===== config.mk =====
export PLATFORM = sky130hd
export DESIGN_NAME = event_counter_bank
export DESIGN_NICKNAME = d
export VERILOG_FILES = /design/src/rtl/event_counter_bank.sv
export SDC_FILE = /design/constraint.sdc
export NUM_CORES = 1
export LEC_CHECK = 0
export CAP_MARGIN = 20
export CORE_MARGIN = 2
export CORE_UTILIZATION = 30
export CTS_CLUSTER_DIAMETER = 80
export DETAILED_ROUTE_END_ITERATION = 10
export GPL_ROUTABILITY_DRIVEN = 0
export GPL_TIMING_DRIVEN = 0
export SYNTH_ARGS = -nofsm -noshare
export SYNTH_HDL_FRONTEND = slang
export SYNTH_SLANG_ARGS = --single-unit

===== constraint.sdc =====
create_clock -name clk -period 3.81 [get_ports clk]
set_input_delay 0.762 -clock clk [delete_from_list [all_inputs] [get_ports clk]]
set_output_delay 0.762 -clock clk [all_outputs]
set_load 0.005 [all_outputs]

===== src/rtl/event_counter_bank.sv =====
// ---------------------------------------------------------------------------
// event_counter_bank : multi-channel event counters with variable increment,
//                      saturate/wrap, sticky overflow and atomic snapshot.
// Revision: 1.0
// ---------------------------------------------------------------------------
`default_nettype none

module event_counter_bank #(
  parameter int          NUM_CH      = 4,
  parameter int          WIDTH       = 32,
  parameter int          INC_W       = 8,
  parameter logic [63:0] INIT        = 64'd0,
  parameter int          SATURATE    = 1,
  parameter int          CLR_ON_SNAP = 1
) (
  input  logic                    clk,
  input  logic                    reset,
  input  logic [NUM_CH-1:0]       enable,
  input  logic [NUM_CH*INC_W-1:0] inc_val,
  input  logic [NUM_CH-1:0]       clear,
  input  logic                    snap,
  output logic [NUM_CH*WIDTH-1:0] count,
  output logic [NUM_CH-1:0]       ovf,
  output logic [NUM_CH*WIDTH-1:0] snap_count,
  output logic [NUM_CH-1:0]       snap_ovf,
  output logic                    snap_valid,
  output logic                    any_ovf
);

  localparam logic [WIDTH-1:0] c_init      = INIT[WIDTH-1:0];
  localparam logic             c_saturate  = (SATURATE != 0);
  localparam logic             c_snap_clr  = (CLR_ON_SNAP != 0);
  localparam int               c_pad_w     = WIDTH + 1 - INC_W;

  logic w_snap_clr;
  assign w_snap_clr = snap & c_snap_clr;

  genvar i;
  generate
    for (i = 0; i < NUM_CH; i = i + 1) begin : g_ch
      logic [WIDTH-1:0] r_cnt;
      logic             r_ovf;
      logic             w_clr;
      logic [INC_W-1:0] w_inc;
      logic [WIDTH-1:0] w_base;
      logic [WIDTH:0]   w_sum;
      logic             w_carry;
      logic [WIDTH-1:0] w_cnt_nxt;
      logic             w_ovf_nxt;

      always_comb begin
        w_clr     = clear[i] | w_snap_clr;
        w_inc     = enable[i] ? inc_val[i*INC_W +: INC_W] : '0;
        // Clear replaces the base, not the increment, so no event is dropped.
        w_base    = w_clr ? c_init : r_cnt;
        w_sum     = {1'b0, w_base} + {{c_pad_w{1'b0}}, w_inc};
        w_carry   = w_sum[WIDTH];
        w_cnt_nxt = (c_saturate && w_carry) ? {WIDTH{1'b1}} : w_sum[WIDTH-1:0];
        w_ovf_nxt = w_carry | (r_ovf & ~w_clr);
      end

      always_ff @(posedge clk) begin
        if (reset) begin
          r_cnt <= c_init;
          r_ovf <= 1'b0;
        end else begin
          r_cnt <= w_cnt_nxt;
          r_ovf <= w_ovf_nxt;
        end
      end

      assign count[i*WIDTH +: WIDTH] = r_cnt;
      assign ovf[i]                  = r_ovf;
    end
  endgenerate

  // Snapshot takes the pre-update registered values, so the same-cycle
  // increment lands in the (possibly cleared) live counter instead.
  always_ff @(posedge clk) begin
    if (reset) begin
      snap_count <= '0;
      snap_ovf   <= '0;
      snap_valid <= 1'b0;
    end else begin
      snap_valid <= snap;
      if (snap) begin
        snap_count <= count;
        snap_ovf   <= ovf;
      end
    end
  end

  assign any_ovf = |ovf;

endmodule

`default_nettype wire

; ---- Word level (Yosys, flattened, before mapping)
; Cells that the tools add are included.
[op_classes]
addsub = 4
mux = 12
bitwise = 16
reduce_logical = 1
[op_table]
columns = op, n
row1 = $mux W32, 8
row2 = $add A32 B8 Y33, 4
row3 = $mux W8, 4
row4 = $or A1 B1 Y1, 8
row5 = $and A1 B1 Y1, 4
row6 = $not A1 Y1, 4
row7 = $reduce_or A4 Y1, 1
[word_totals]
regBits = 265
input_bits = 43
out_inout_bits = 266
word_cells = 44

; ---- Logic depth before layout (Yosys ltp)
[logic_depth]
depth_word = 4
depth_mapped = 14
depth_no_buf = 10

; ---- Least setup slack after synthesis
; OpenSTA, ideal clock, no wires.
[synth_path]
kind = input -> register
from = input port snap
to = register g_ch[1].r_cnt[2]
setup_time_ns = 0.070
arrival_ns = 3.578
required_time_ns = 3.740
setup_slack_ns = 0.162
cell_stages = 13
n_path_buf = 4
cell_sequence = nor2_2 -> clkbuf_1 -> clkbuf_1 -> and2_1 -> ha_1 -> fa_1 -> a211oi_1 -> o211a_1 -> or3_1 -> or3_1 -> clkbuf_1 -> clkbuf_1 -> a21oi_1
[synth_between]
elab_chain_len = 4
[synth_rtl]
columns = element, line_no
row1 = from (decl), 21  ; input logic snap,
row2 = $or A1 B1 Y1, 52  ; w_clr = clear[i] | w_snap_clr;
row3 = $mux W32, 55  ; w_base = w_clr ? c_init : r_cnt;
row4 = $add A32 B8 Y33, 56  ; w_sum = {1'b0, w_base} + {{c_pad_w{1'b0}}, w_inc};
row5 = $mux W32, 58  ; w_cnt_nxt = (c_saturate && w_carry) ? {WIDTH{1'b1}} : w_sum[WIDTH-1:0];
row6 = to (signal assigned), 64  ; r_cnt <= c_init;
row7 = to (signal assigned), 67  ; r_cnt <= w_cnt_nxt;
row8 = to (decl), 41  ; logic [WIDTH-1:0] r_cnt;
; Every way passes these cells.
; A chain may end at the register's enable or synchronous reset.

; ---- Worst setup path after layout
[layout_path]
from = input port clear[1]
to = register g_ch[1].r_cnt[3]
[layout_between]
elab_chain_len = 4
[layout_rtl]
columns = element, line_no
row1 = from (decl), 20  ; input logic [NUM_CH-1:0] clear,
row2 = $or A1 B1 Y1, 52
row3 = $mux W32, 55
row4 = $add A32 B8 Y33, 56
row5 = $mux W32, 58
; Every way passes these cells.

==> run summary <==
Register-to-register setup slack: 0.86 ns
Minimum setup slack in the final design: 0.0776 ns
Sequential cell area fraction in the yosys report: 42.0%
Worst hold-check path type: register to register
Arrival time at the worst endpoint: 4.18 ns
Floorplan die area: 0.0438 mm2
First-pass GRT wire length: 65900 um
Iteration-0 DRC count of the detailed router: 622
Cell types with the largest area share after synthesis: dfxtp_1, mux2i_1, nor2_1
Post-CTS Hold Fix Bufs: 0
Sort of element at the end of the critical path: register
Final Max Slew Viols: 0
Clk_lat worst skew: 0.53 ns
Dominant cell type by count on the critical path: or3_1
Simple-gate share of the synthesized area: 21.0%
Final worst path period share: 98.0%
Min cycle time layout: 3.73 ns
Launch point of the worst reg-to-reg path: g_ch[1].r_cnt[0]
Post-place setup slack: -1.55 ns
Number of standard cells after synthesis: 1418
Maximum frequency from static timing analysis: 268 MHz
Max-Slew Margin vs Limit: 30.2%
Total gr overflow: 0
Global-route total usage across every layer: 19.0%
Num ports: 309
# fillers: 4103
WL final: 42900 um
Maximum buffer depth of the clock tree: 3
Post-synthesis average cell area: 8.92 um2
Compound-gate portion of the synthesized area: 13.5%
Remaining number of nets flagged by the antenna check after routing: 0
Worst Setup Start Kind: primary input
Standard-cell rows: 75
Number of buffers inserted during clock tree synthesis: 34
Initial antenna violation count: 0
FF+latch count, synth: 265
Post-DR vias/cell: 5.04
Number of nets in the synthesized netlist: 1497
Termination of the worst setup path: g_ch[1].r_cnt[3]
Placeable Area: 0.0418 mm2
Die Span X: 209 um
# port buffers: 307
Data required time of the worst path: 4.25 ns
Count of maximum capacitance violations: 0
TritonRoute pass-1 iters: 5
Reg clk slew, reported paths: 0.05 ns
Routed vias: 11700
Maximum single-stage delay on the critical path: 0.49 ns
Via count of the first global-routing pass: 11400
Post-route insts no fill: 2322
Average wire per standard cell: 18.5 um
CP cell instances: clkdlybuf4s50_1, nor2_4, clkbuf_8, and2_1, ha_1, fa_1, a211oi_1, o211a_1, or3_1, or3_1, clkbuf_1, clkbuf_2, a21oi_1
DIE HEIGHT: 209 um
Post-synthesis cell type count: 66
Outcome: complete, no violations
Layout Cell Area excl Fill: 0.0176 mm2
Peak fanout along the critical path: 19
Placement Cell Area: 0.0164 mm2
Total power per unit cell area: 369 mW/mm2
Final setup vio count: 0
Total half-perimeter wirelength after legalization and detailed placement: 31400 um
Maximum level of the CTS H-tree: 2
CTS tree: yes
Setup Skew: 0.0144 ns
Number of enable-type register cells in the synthesized netlist: 0
Proportion of synthesized area in mux cells: 11.0%
Number of cell instances on the worst register-to-register path: 10
Start point of the critical path: clear[1]
Remaining routing DRC violations: 0
Most used flip-flop cell after synthesis: dfxtp_1
Xor and xnor fraction of the mapped netlist area: 4.92%
Number of nets in the layout: 1841
Max VDD drop: 0.000255 V
Async set-or-reset flop fraction in the synthesized netlist: 0%
Layout Area Growth over Synthesis: 39.2%
Capturing point of the worst reg2reg path: g_ch[1].r_cnt[3]
Starting utilization of the core area: 30.3%
Cell count after placement: 2264
Fraction of final layout cells sized beyond drive strength 1: 5.83%
Top cell type by total area after synthesis: dfxtp_1
Leakage power total: 6.56 nW
Share of synthesized cell area in full adder, half adder and majority cells: 3.80%
Cell area after synthesis: 0.0126 mm2
Largest family of logic cells by synthesized area: simple AND/OR/NAND/NOR gates
Maximum number of pins on one net before global-route repair: 20
Number of warnings printed during yosys synthesis: 0
# clock sinks: 265
Total negative setup slack: 0 ns
Clock root buffer master: clkbuf_16
Cell with the largest stage delay on the worst path: or3_1
Antenna diode count: 0
Critical path start-end classification: primary input to register
Actual transition at the worst max-transition pin: 1.05 ns
Fraction of synthesized cell area taken by the top area cell type: 42.0%
Final Hold Fails: 0
stage by stage:
step	hold WS [ns]	utilization (%)	total power, mW
floorplan	0.457	-	3.13
global placement	0.474	39.3	3.34
detailed placement	0.479	39.3	3.34
CTS	0.494	42.0	6.59
global route	0.516	42.1	6.73
finish	0.489	42.1	6.49
state kept, by name, summed over array words and instances, names as in the netlist:
signal      flops
g_ch.r_cnt    128
snap_count    128
g_ch.r_ovf      4
snap_ovf        4
snap_valid      1
cells in the mapped netlist (7+ instances only):
master and count:
or3_1 9, dfxtp_1 265, inv_1 26, xnor2_1 29, a211oi_1 13, ha_1 32, xor2_1 42, nand3_1 46
or4_1 8, a21boi_0 8, a21o_1 15, a31oi_1 10, nor2_1 163, clkbuf_1 63, o21a_1 13, a21oi_1 118
nor3b_1 8, a2111oi_0 8, and4_1 9, o211ai_1 7, mux2i_1 139, nand4_1 21, and2_1 74, o21ai_0 33
nor3_1 40, nand2_1 97, nor4_1 16, and3_1 20
cells in the final DEF (no fill, tap or decap), types with 9 or more instances in the layout:
master | Yosys | layout
a211oi_1 | 13 | 12
a21o_1 | 15 | 15
a21oi_1 | 118 | 117
a31oi_1 | 10 | 9
and2_1 | 74 | 74
and3_1 | 20 | 20
and4_1 | 9 | 9
clkbuf_1 | 63 | 59
clkbuf_16 | 0 | 35
clkdlybuf4s50_1 | 0 | 305
dfxtp_1 | 265 | 265
ha_1 | 32 | 32
inv_1 | 26 | 26
mux2i_1 | 139 | 139
nand2_1 | 97 | 97
nand3_1 | 46 | 46
nand4_1 | 21 | 21
nor2_1 | 163 | 162
nor3_1 | 40 | 39
nor4_1 | 16 | 16
o21a_1 | 13 | 13
o21ai_0 | 33 | 32
or3_1 | 9 | 9
xnor2_1 | 29 | 29
xor2_1 | 42 | 42
area by class of cell:
cell class / instances / area [um2] / share of cell area (%)
Buffer: 80 / 409 / 2.33
Clock buffer: 47 / 981 / 5.57
Clock inverter: 10 / 113 / 0.640
Inverter: 26 / 97.6 / 0.555
Multi-Input combinational cell: 1045 / 6920 / 39.3
Sequential cell: 265 / 5310 / 30.2
Tap cell: 539 / 674 / 3.83
Timing Repair Buffer: 310 / 3090 / 17.6
report_power, final:
group	internal (mW)	leakage, nW	total, mW	switching [mW]
Clock	1.93	0.535	3.20	1.27
Combinational	0.203	3.89	0.452	0.249
Sequential	2.80	2.14	2.83	0.0263
worst min-delay path by stage:
stage,from,end,slack [ns],cells after the start
floorplan,g_ch[2].r_ovf,g_ch[2].r_ovf,0.46,2
global placement,snap_count[53],snap_count[53],0.47,2
detailed placement,snap_count[22],snap_count[22],0.48,2
CTS,snap_count[99],snap_count[99],0.49,2
global route,snap_count[15],snap_count[15],0.52,2
finish,snap_count[99],snap_count[99],0.49,2
worst max-delay path, delay by kind of cell:
kind	cells	cell delay, ns
and+or+nand+nor	4	1.28
buffers and inverters	4	1.15
AOI/OAI and AO/OA	3	0.56
adders and majority gates	2	0.42
routing by layer:
layer / routed length, um / global-route usage, % / vias up
li1: - / - / 5734
met1: 19500 / 24.9 / 5580
met2: 20100 / 31.9 / 345
met3: 2600 / 4.06 / 41
met4: 676 / 5.00 / 0
met5: 0 / 0 / -
repair_timing:
action                                  in CTS  in global routing
endpoints found under the setup margin     132                 99
gates resized for setup                     23                 12
buffers inserted                             0                  3
pin swaps                                    0                  1
kinds of logic after synthesis:
group | Yosys count
AND/OR/NAND/NOR | 533
AO/OA/AOI/OAI | 266
flip-flops | 265
multiplexers | 139
buffers and inverters | 108
XOR/XNOR | 71
adder cells (fa/ha/maj) | 36
Note: power is estimated with default switching activity, not from simulation.
